## src/rtl/uart_tx_ctrl.sv

```systemverilog
// UART transmit frame sequencer: accepts a word over valid/ready and shifts it out
// as start, data (LSB first), optional parity and stop bits, one bit per baud_tick.
module uart_tx_ctrl #(
    parameter int DATA_BITS  = 8,
    parameter int PARITY_EN  = 0,
    parameter int PARITY_ODD = 0,
    parameter int STOP_BITS  = 1
) (
    input  logic                 clk,
    input  logic                 rst,
    input  logic                 baud_tick,
    input  logic [DATA_BITS-1:0] tx_data,
    input  logic                 tx_valid,
    output logic                 tx_ready,
    output logic                 tx,
    output logic                 tx_busy,
    output logic                 tx_done
);

    // Handshake: a word is taken on any rising edge where tx_valid=1 and tx_ready=1;
    // tx_ready is high only in IDLE, and tx_valid is ignored everywhere else.
    typedef enum logic [2:0] {
        S_IDLE,
        S_SYNC,
        S_START,
        S_DATA,
        S_PARITY,
        S_STOP
    } state_t;

    localparam int                CNT_W     = $clog2(DATA_BITS + 1);
    localparam logic [CNT_W-1:0]  LAST_BIT  = CNT_W'(DATA_BITS);
    localparam logic [1:0]        LAST_STOP = 2'(STOP_BITS);
    localparam logic              ODD_INV   = (PARITY_ODD != 0);
    localparam logic              HAS_PAR   = (PARITY_EN != 0);

    state_t               state_q, state_d;
    logic [DATA_BITS-1:0] shift_q, shift_d;
    logic                 parity_q, parity_d;
    logic [CNT_W-1:0]     bit_cnt_q, bit_cnt_d;
    logic [1:0]           stop_cnt_q, stop_cnt_d;
    logic                 tx_q, tx_d;
    logic                 ready_q, ready_d;
    logic                 busy_q, busy_d;
    logic                 done_q, done_d;

    always_ff @(posedge clk) begin
        if (!rst) begin
            state_q    <= S_IDLE;
            shift_q    <= '0;
            parity_q   <= 1'b0;
            bit_cnt_q  <= '0;
            stop_cnt_q <= 2'd0;
            tx_q       <= 1'b1;
            ready_q    <= 1'b1;
            busy_q     <= 1'b0;
            done_q     <= 1'b0;
        end else begin
            state_q    <= state_d;
            shift_q    <= shift_d;
            parity_q   <= parity_d;
            bit_cnt_q  <= bit_cnt_d;
            stop_cnt_q <= stop_cnt_d;
            tx_q       <= tx_d;
            ready_q    <= ready_d;
            busy_q     <= busy_d;
            done_q     <= done_d;
        end
    end

    // SYNC exists so the start bit always spans a full tick period, even when the
    // word arrives just before a tick.
    always_comb begin
        state_d = state_q;
        case (state_q)
            S_IDLE:   if (tx_valid) state_d = S_SYNC;
            S_SYNC:   if (baud_tick) state_d = S_START;
            S_START:  if (baud_tick) state_d = S_DATA;
            S_DATA: begin
                if (baud_tick && (bit_cnt_q == LAST_BIT)) begin
                    state_d = HAS_PAR ? S_PARITY : S_STOP;
                end
            end
            S_PARITY: if (baud_tick) state_d = S_STOP;
            S_STOP:   if (baud_tick && (stop_cnt_q == LAST_STOP)) state_d = S_IDLE;
            default:  state_d = S_IDLE;
        endcase
    end

    always_comb begin
        shift_d    = shift_q;
        parity_d   = parity_q;
        bit_cnt_d  = bit_cnt_q;
        stop_cnt_d = stop_cnt_q;
        tx_d       = tx_q;
        ready_d    = ready_q;
        busy_d     = busy_q;
        done_d     = 1'b0;
        case (state_q)
            S_IDLE: begin
                tx_d    = 1'b1;
                ready_d = 1'b1;
                busy_d  = 1'b0;
                if (tx_valid) begin
                    shift_d    = tx_data;
                    parity_d   = (^tx_data) ^ ODD_INV;
                    bit_cnt_d  = '0;
                    stop_cnt_d = 2'd0;
                    ready_d    = 1'b0;
                    busy_d     = 1'b1;
                end
            end
            S_SYNC: if (baud_tick) tx_d = 1'b0;
            S_START: begin
                if (baud_tick) begin
                    tx_d      = shift_q[0];
                    shift_d   = shift_q >> 1;
                    bit_cnt_d = CNT_W'(1);
                end
            end
            S_DATA: begin
                if (baud_tick) begin
                    if (bit_cnt_q != LAST_BIT) begin
                        tx_d      = shift_q[0];
                        shift_d   = shift_q >> 1;
                        bit_cnt_d = bit_cnt_q + 1'b1;
                    end else if (HAS_PAR) begin
                        tx_d = parity_q;
                    end else begin
                        tx_d       = 1'b1;
                        stop_cnt_d = 2'd1;
                    end
                end
            end
            S_PARITY: begin
                if (baud_tick) begin
                    tx_d       = 1'b1;
                    stop_cnt_d = 2'd1;
                end
            end
            S_STOP: begin
                if (baud_tick) begin
                    tx_d = 1'b1;
                    if (stop_cnt_q != LAST_STOP) begin
                        stop_cnt_d = stop_cnt_q + 2'd1;
                    end else begin
                        done_d  = 1'b1;
                        busy_d  = 1'b0;
                        ready_d = 1'b1;
                    end
                end
            end
            default: begin
                tx_d    = 1'b1;
                ready_d = 1'b1;
                busy_d  = 1'b0;
            end
        endcase
    end

    assign tx       = tx_q;
    assign tx_ready = ready_q;
    assign tx_busy  = busy_q;
    assign tx_done  = done_q;

endmodule

```

## config.mk

```make
export PLATFORM = sky130hd
export DESIGN_NAME = uart_tx_ctrl
export DESIGN_NICKNAME = d
export VERILOG_FILES = /design/src/rtl/uart_tx_ctrl.sv
export SDC_FILE = /design/constraint.sdc
export NUM_CORES = 1
export LEC_CHECK = 0
export CORE_ASPECT_RATIO = 1.4
export CORE_MARGIN = 10
export CORE_UTILIZATION = 40
export CTS_CLUSTER_SIZE = 40
export DETAILED_ROUTE_END_ITERATION = 8
export GPL_TIMING_DRIVEN = 0
export PLACE_DENSITY = 0.74
export SLEW_MARGIN = 5
export SYNTH_ARGS = -nofsm -noshare
export SYNTH_HDL_FRONTEND = slang
export SYNTH_SLANG_ARGS = --single-unit
```

## constraint.sdc

```tcl
create_clock -name clk -period 1.5 [get_ports clk]
set_input_delay 0.15 -clock clk [delete_from_list [all_inputs] [get_ports clk]]
set_output_delay 0.15 -clock clk [all_outputs]
set_load 0.02 [all_outputs]
```

== After elaboration in Yosys (flattened, before gate mapping) ==
Index checks and enable logic that the tools add are counted.

* Bits in registers: 21
* Logic and storage cells: 85

* Add/subtract/negate cells: 2
* Equal/unequal tests: 22
* Mux-type cells: 39
* Bitwise operators: 1
* Reductions and logical operators: 13

{| class="wikitable"
|+ Operator list
! cell !! number
|-
| 8-bit two-way mux || 4
|-
| 2-bit inequality test, second input constant || 12
|-
| 8-bit one-hot mux with 3 select lines || 1
|-
| 3-bit two-way mux || 6
|-
| 3-bit one-hot mux with 6 select lines || 1
|-
| 4-bit two-way mux || 4
|-
| 1-bit two-way mux || 12
|-
| 2-bit two-way mux || 6
|-
| 4-bit one-hot mux with 3 select lines || 1
|-
| 2-bit one-hot mux with 4 select lines || 1
|-
| 7-bit AND reduction || 1
|-
| 3-bit by 2-bit equality test with 1-bit output, second input constant || 2
|-
| 3-bit equality test, second input constant || 2
|-
| 1-bit one-hot mux with 3 select lines || 2
|-
| 3-bit AND reduction || 2
|-
| 6-bit AND reduction || 1
|-
| 5-bit AND reduction || 1
|-
| 4-bit by 1-bit adder with 4-bit output, second input constant || 1
|-
| 4-bit equality test, second input constant || 1
|-
| 2-bit by 1-bit inequality test with 1-bit output, second input constant || 2
|-
| 4-bit inequality test, second input constant || 1
|-
| 1-bit one-hot mux with 4 select lines || 1
|-
| 4-bit AND reduction || 1
|-
| 4-bit nonzero test || 1
|-
| other kinds (9) || 10
|}

== Logic depth before layout (Yosys ltp) ==
* Depth after elaboration: 4
* Gate-level depth with buffers: 7
* Mapped depth without buffers: 6

== Worst setup path before layout ==
No wires, ideal clock.

* Path kind: reg-to-reg
* Start: reg bit_cnt_q[1]
* End: reg bit_cnt_q[0]
* Setup time: 0.137 ns
* Arrival: 1.321 ns
* Required time: 1.363 ns
* Setup slack: 0.042 ns
* Stages on the path, launching flop included: 8
* Path buffers: 1
* Clock period less this slack: 1.458 ns
* Cells stage by stage: dfxtp_1 > inv_1 > ha_1 > nand3b_1 > a32o_2 > buf_6 > mux2i_1 > nor2_1

* Word-level cells in the longest chain between the ends: 3

{| class="wikitable"
|+ Ends and longest elaborated chain
! what !! line !! RTL
|-
| from (decl) || 40 || <nowiki>logic [CNT_W-1:0] bit_cnt_q, bit_cnt_d;</nowiki>
|-
| from (signal assigned) || 62 || <nowiki>bit_cnt_q <= bit_cnt_d;</nowiki>
|-
| 4-bit inequality test || 123 || <nowiki>if (bit_cnt_q != LAST_BIT) begin</nowiki>
|-
| 2-bit inequality test (no line) || n/a ||
|-
| 5-bit AND reduction (no line) || n/a ||
|}

No other way between the ends.
A chain may end at the register's enable or synchronous reset.

== Worst setup path in the final report ==
* Start: reg bit_cnt_q[1]
* End: reg bit_cnt_q[2]

* Word-level cells in the longest chain between the ends: 4

{| class="wikitable"
|+ Ends and longest elaborated chain
! what !! line !! RTL
|-
| 4-bit by 1-bit adder with 4-bit output || 126 || <nowiki>bit_cnt_d = bit_cnt_q + 1'b1;</nowiki>
|-
| 4-bit two-way mux || 123 ||
|-
| 4-bit two-way mux || 122 || <nowiki>if (baud_tick) begin</nowiki>
|-
| 4-bit one-hot mux with 3 select lines || 99 || <nowiki>case (state_q)</nowiki>
|}

Several ways; a longest one is shown, not always the timed one. The select of a mux whose other input is x is not followed.

==> run metrics <==
DR vias=1097; PD cells=1340 nW/um^2; sequential share of the synthesized area=0.339; Fin. Hold Viols=0; Post-Syn Nets=150; clock slew seen by the registers of the worst setup and hold paths=90 ps; chip height=85.9 um; die area=5760 um^2; setup TNS=-119 ps; r2r startpoint=bit_cnt_q[1]; fin crit share=1.02; vias per inst=5.54; Synth Warn #=0; core region area=2940 um^2; Slew @ Worst Pin=619 ps; most frequent cells in the layout=nand2_1, dfxtp_1, clkdlybuf4s50_1; dpl hpwl=2050 um; nature of the critical path startpoint=flip-flop; first-pass GRT wire length=4740 um; Clk pwr share=0.179; Setup WS pre-CTS=-286 ps; Sw Share=0.377; Clock Tree Buf Depth=2; Max Clock Skew=11.0 ps; Synth cell types=49; Post-Synthesis Cells=135; layout cells sized above 1=0.354; residual DRC count=0; Cells after DPL=186; CTS tree=yes; Synth async-reset ratio=0; ys flop type=dfxtp_1; num rows=23; CP Data Required Time=1670 ps; Final Cell Area=1630 um^2; Final Non-Filler Cells=198; grt ovf=0; Starting Density=0.423; synthesized cell area=1240 um^2; register bit total from synthesis=21; Hold WC Path Type=input pin to flip-flop; RSZ-0062 raised after global routing=true; Area after DPL=1430 um^2; status=finished, violations left; area delta synth->final=31.0%; DRT iter0 DRCs=36; largest net degree at the start of global routing=13; Post-Route WL=3060 um; IO Pins=16; Leak=0.644 nW; Antenna diodes=0; final setup fails=7; VDD IR-drop max=0.731 mV; die width=67.1 um; Crit Path Max Fanout=10; WP data arrival=1700 ps; CTS Buf Count=3; worst hold path depth=2; first-pass iteration count of the detailed router=4; global placer's final weighted congestion=0.826; root buffer cell=clkbuf_8; R2R depth=7; Crit. Startpoint=bit_cnt_q[1]; Post-synth EDFFs=0; failing checks=setup timing; Sequential Power Share=0.350; Slew HR=0.588; vias in the first global route=1154; Max Freq=654 MHz; detail-routed net length per standard cell=15.4 um; H-tree depth=1; initial antenna violation count=0; Clk Latency, worst-skew pair=270 ps; gr usage total=0.101; Sequential Area=437 um^2; Max-Cap Viols=0; Crit. End Element=flip-flop; area of the multi-input gates=769 um^2; final period demand of the worst path=1530 ps; Worst Min Path Start=rst; CTS sink cnt=21; Routed Antenna Nets=0; commonest non-fill, non-tap cell in the layout=nand2_1; Final Slew Violations=0; # fillers=267; P_int=1.36 mW; net switching power=0.824 mW; port bufs=14; worst setup path class=flip-flop to flip-flop; total power=2.19 mW; syn avg cell area=9.19 um^2; Comb power frac=0.471; fin nets=177; final setup margin=-30.0 ps
-- sequential cells by signal (all words and copies together), names as in the netlist --
register,count
stop_cnt_q,2
state_q,3
tx_busy,1
tx,1
shift_q,8
tx_done,1
tx_ready,1
bit_cnt_q,4
-- cell usage after synthesis, types with 2 or more instances --
library cell	instances	area, um^2
clkbuf_1	2	7.51
ha_1	3	37.5
nand3_1	4	20.0
nor2_2	7	43.8
buf_6	3	33.8
a21oi_2	2	17.5
nand2_1	19	71.3
o21ai_0	3	15.0
nor2_1	7	26.3
mux2i_1	3	30.0
buf_4	2	15.0
o211ai_2	2	25.0
a21oi_1	4	20.0
a211oi_1	2	15.0
buf_2	4	20.0
dfxtp_1	21	420
a311oi_2	7	105
a41o_1	2	20.0
and3b_1	2	17.5
inv_1	6	22.5
a21o_1	2	15.0
-- worst max-delay path: stages (launching register included) --
cell and delay (ps):
dfxtp_4 390, inv_4 40, ha_4 150, nand3b_1 120, a32o_2 280, buf_8 170
o211ai_2 90, and3_1 180
-- timing repair --
item	4_1_cts	5_1_grt
endpoints found under the setup margin	13	17
pin swaps	1	6
setup buffers	2	5
gates cloned	0	1
resized for setup	10	16
hold buffers	0	0
-- power groups by stage --
| stage | logic, mW | clock network, mW | registers [mW] |
|---|---|---|---|
| 6_report | 1.03 | 0.391 | 0.765 |
| 5_1_grt | 1.12 | 0.409 | 0.777 |
| 4_1_cts | 0.911 | 0.393 | 0.763 |
| 3_5_place_dp | 0.886 | 0 | 0.772 |
| 3_3_place_gp | 0.862 | 0 | 0.765 |
| 2_1_floorplan | 0.665 | 0 | 0.777 |
-- final timing paths --
| check | endpoint | slack (ps) |
|---|---|---|
| min | bit_cnt_q[3] | 200 |
| max reg2reg | bit_cnt_q[2] | -30 |
| max | bit_cnt_q[2] | -30 |
| min reg2reg | tx_ready | 450 |
-- logic make-up after synthesis --
group / synth area share
flops: 0.339
fa+ha+maj: 0.0302
buf+inv: 0.0796
simple gates: 0.260
compound gates: 0.258
mux: 0.0333
-- through the flow --
| stage | hold slack, ps | util |
|---|---|---|
| floorplan | 338 | - |
| global placement | 435 | 0.486 |
| detailed placement | 437 | 0.486 |
| CTS | 202 | 0.515 |
| global route | 213 | 0.554 |
| finish | 200 | 0.554 |
-- layer usage --
metal / up-vias / routed length [um] / global-route usage
met3: 8 / 134 / 0.0221
met5: - / 0 / 0
met1: 521 / 1270 / 0.108
met4: 0 / 87 / 0.0562
li1: 544 / - / -
met2: 24 / 1560 / 0.176
-- area by class of cell --
type,count,share of cell area
clock inverter,1,0.00308
timing repair buffer,22,0.133
tap,37,0.0285
clock buffer,3,0.0254
inverter,6,0.0169
multi-input combinational,97,0.473
buffer,11,0.0515
sequential,21,0.268
No activity file was read; power rests on OpenSTA's default activity.
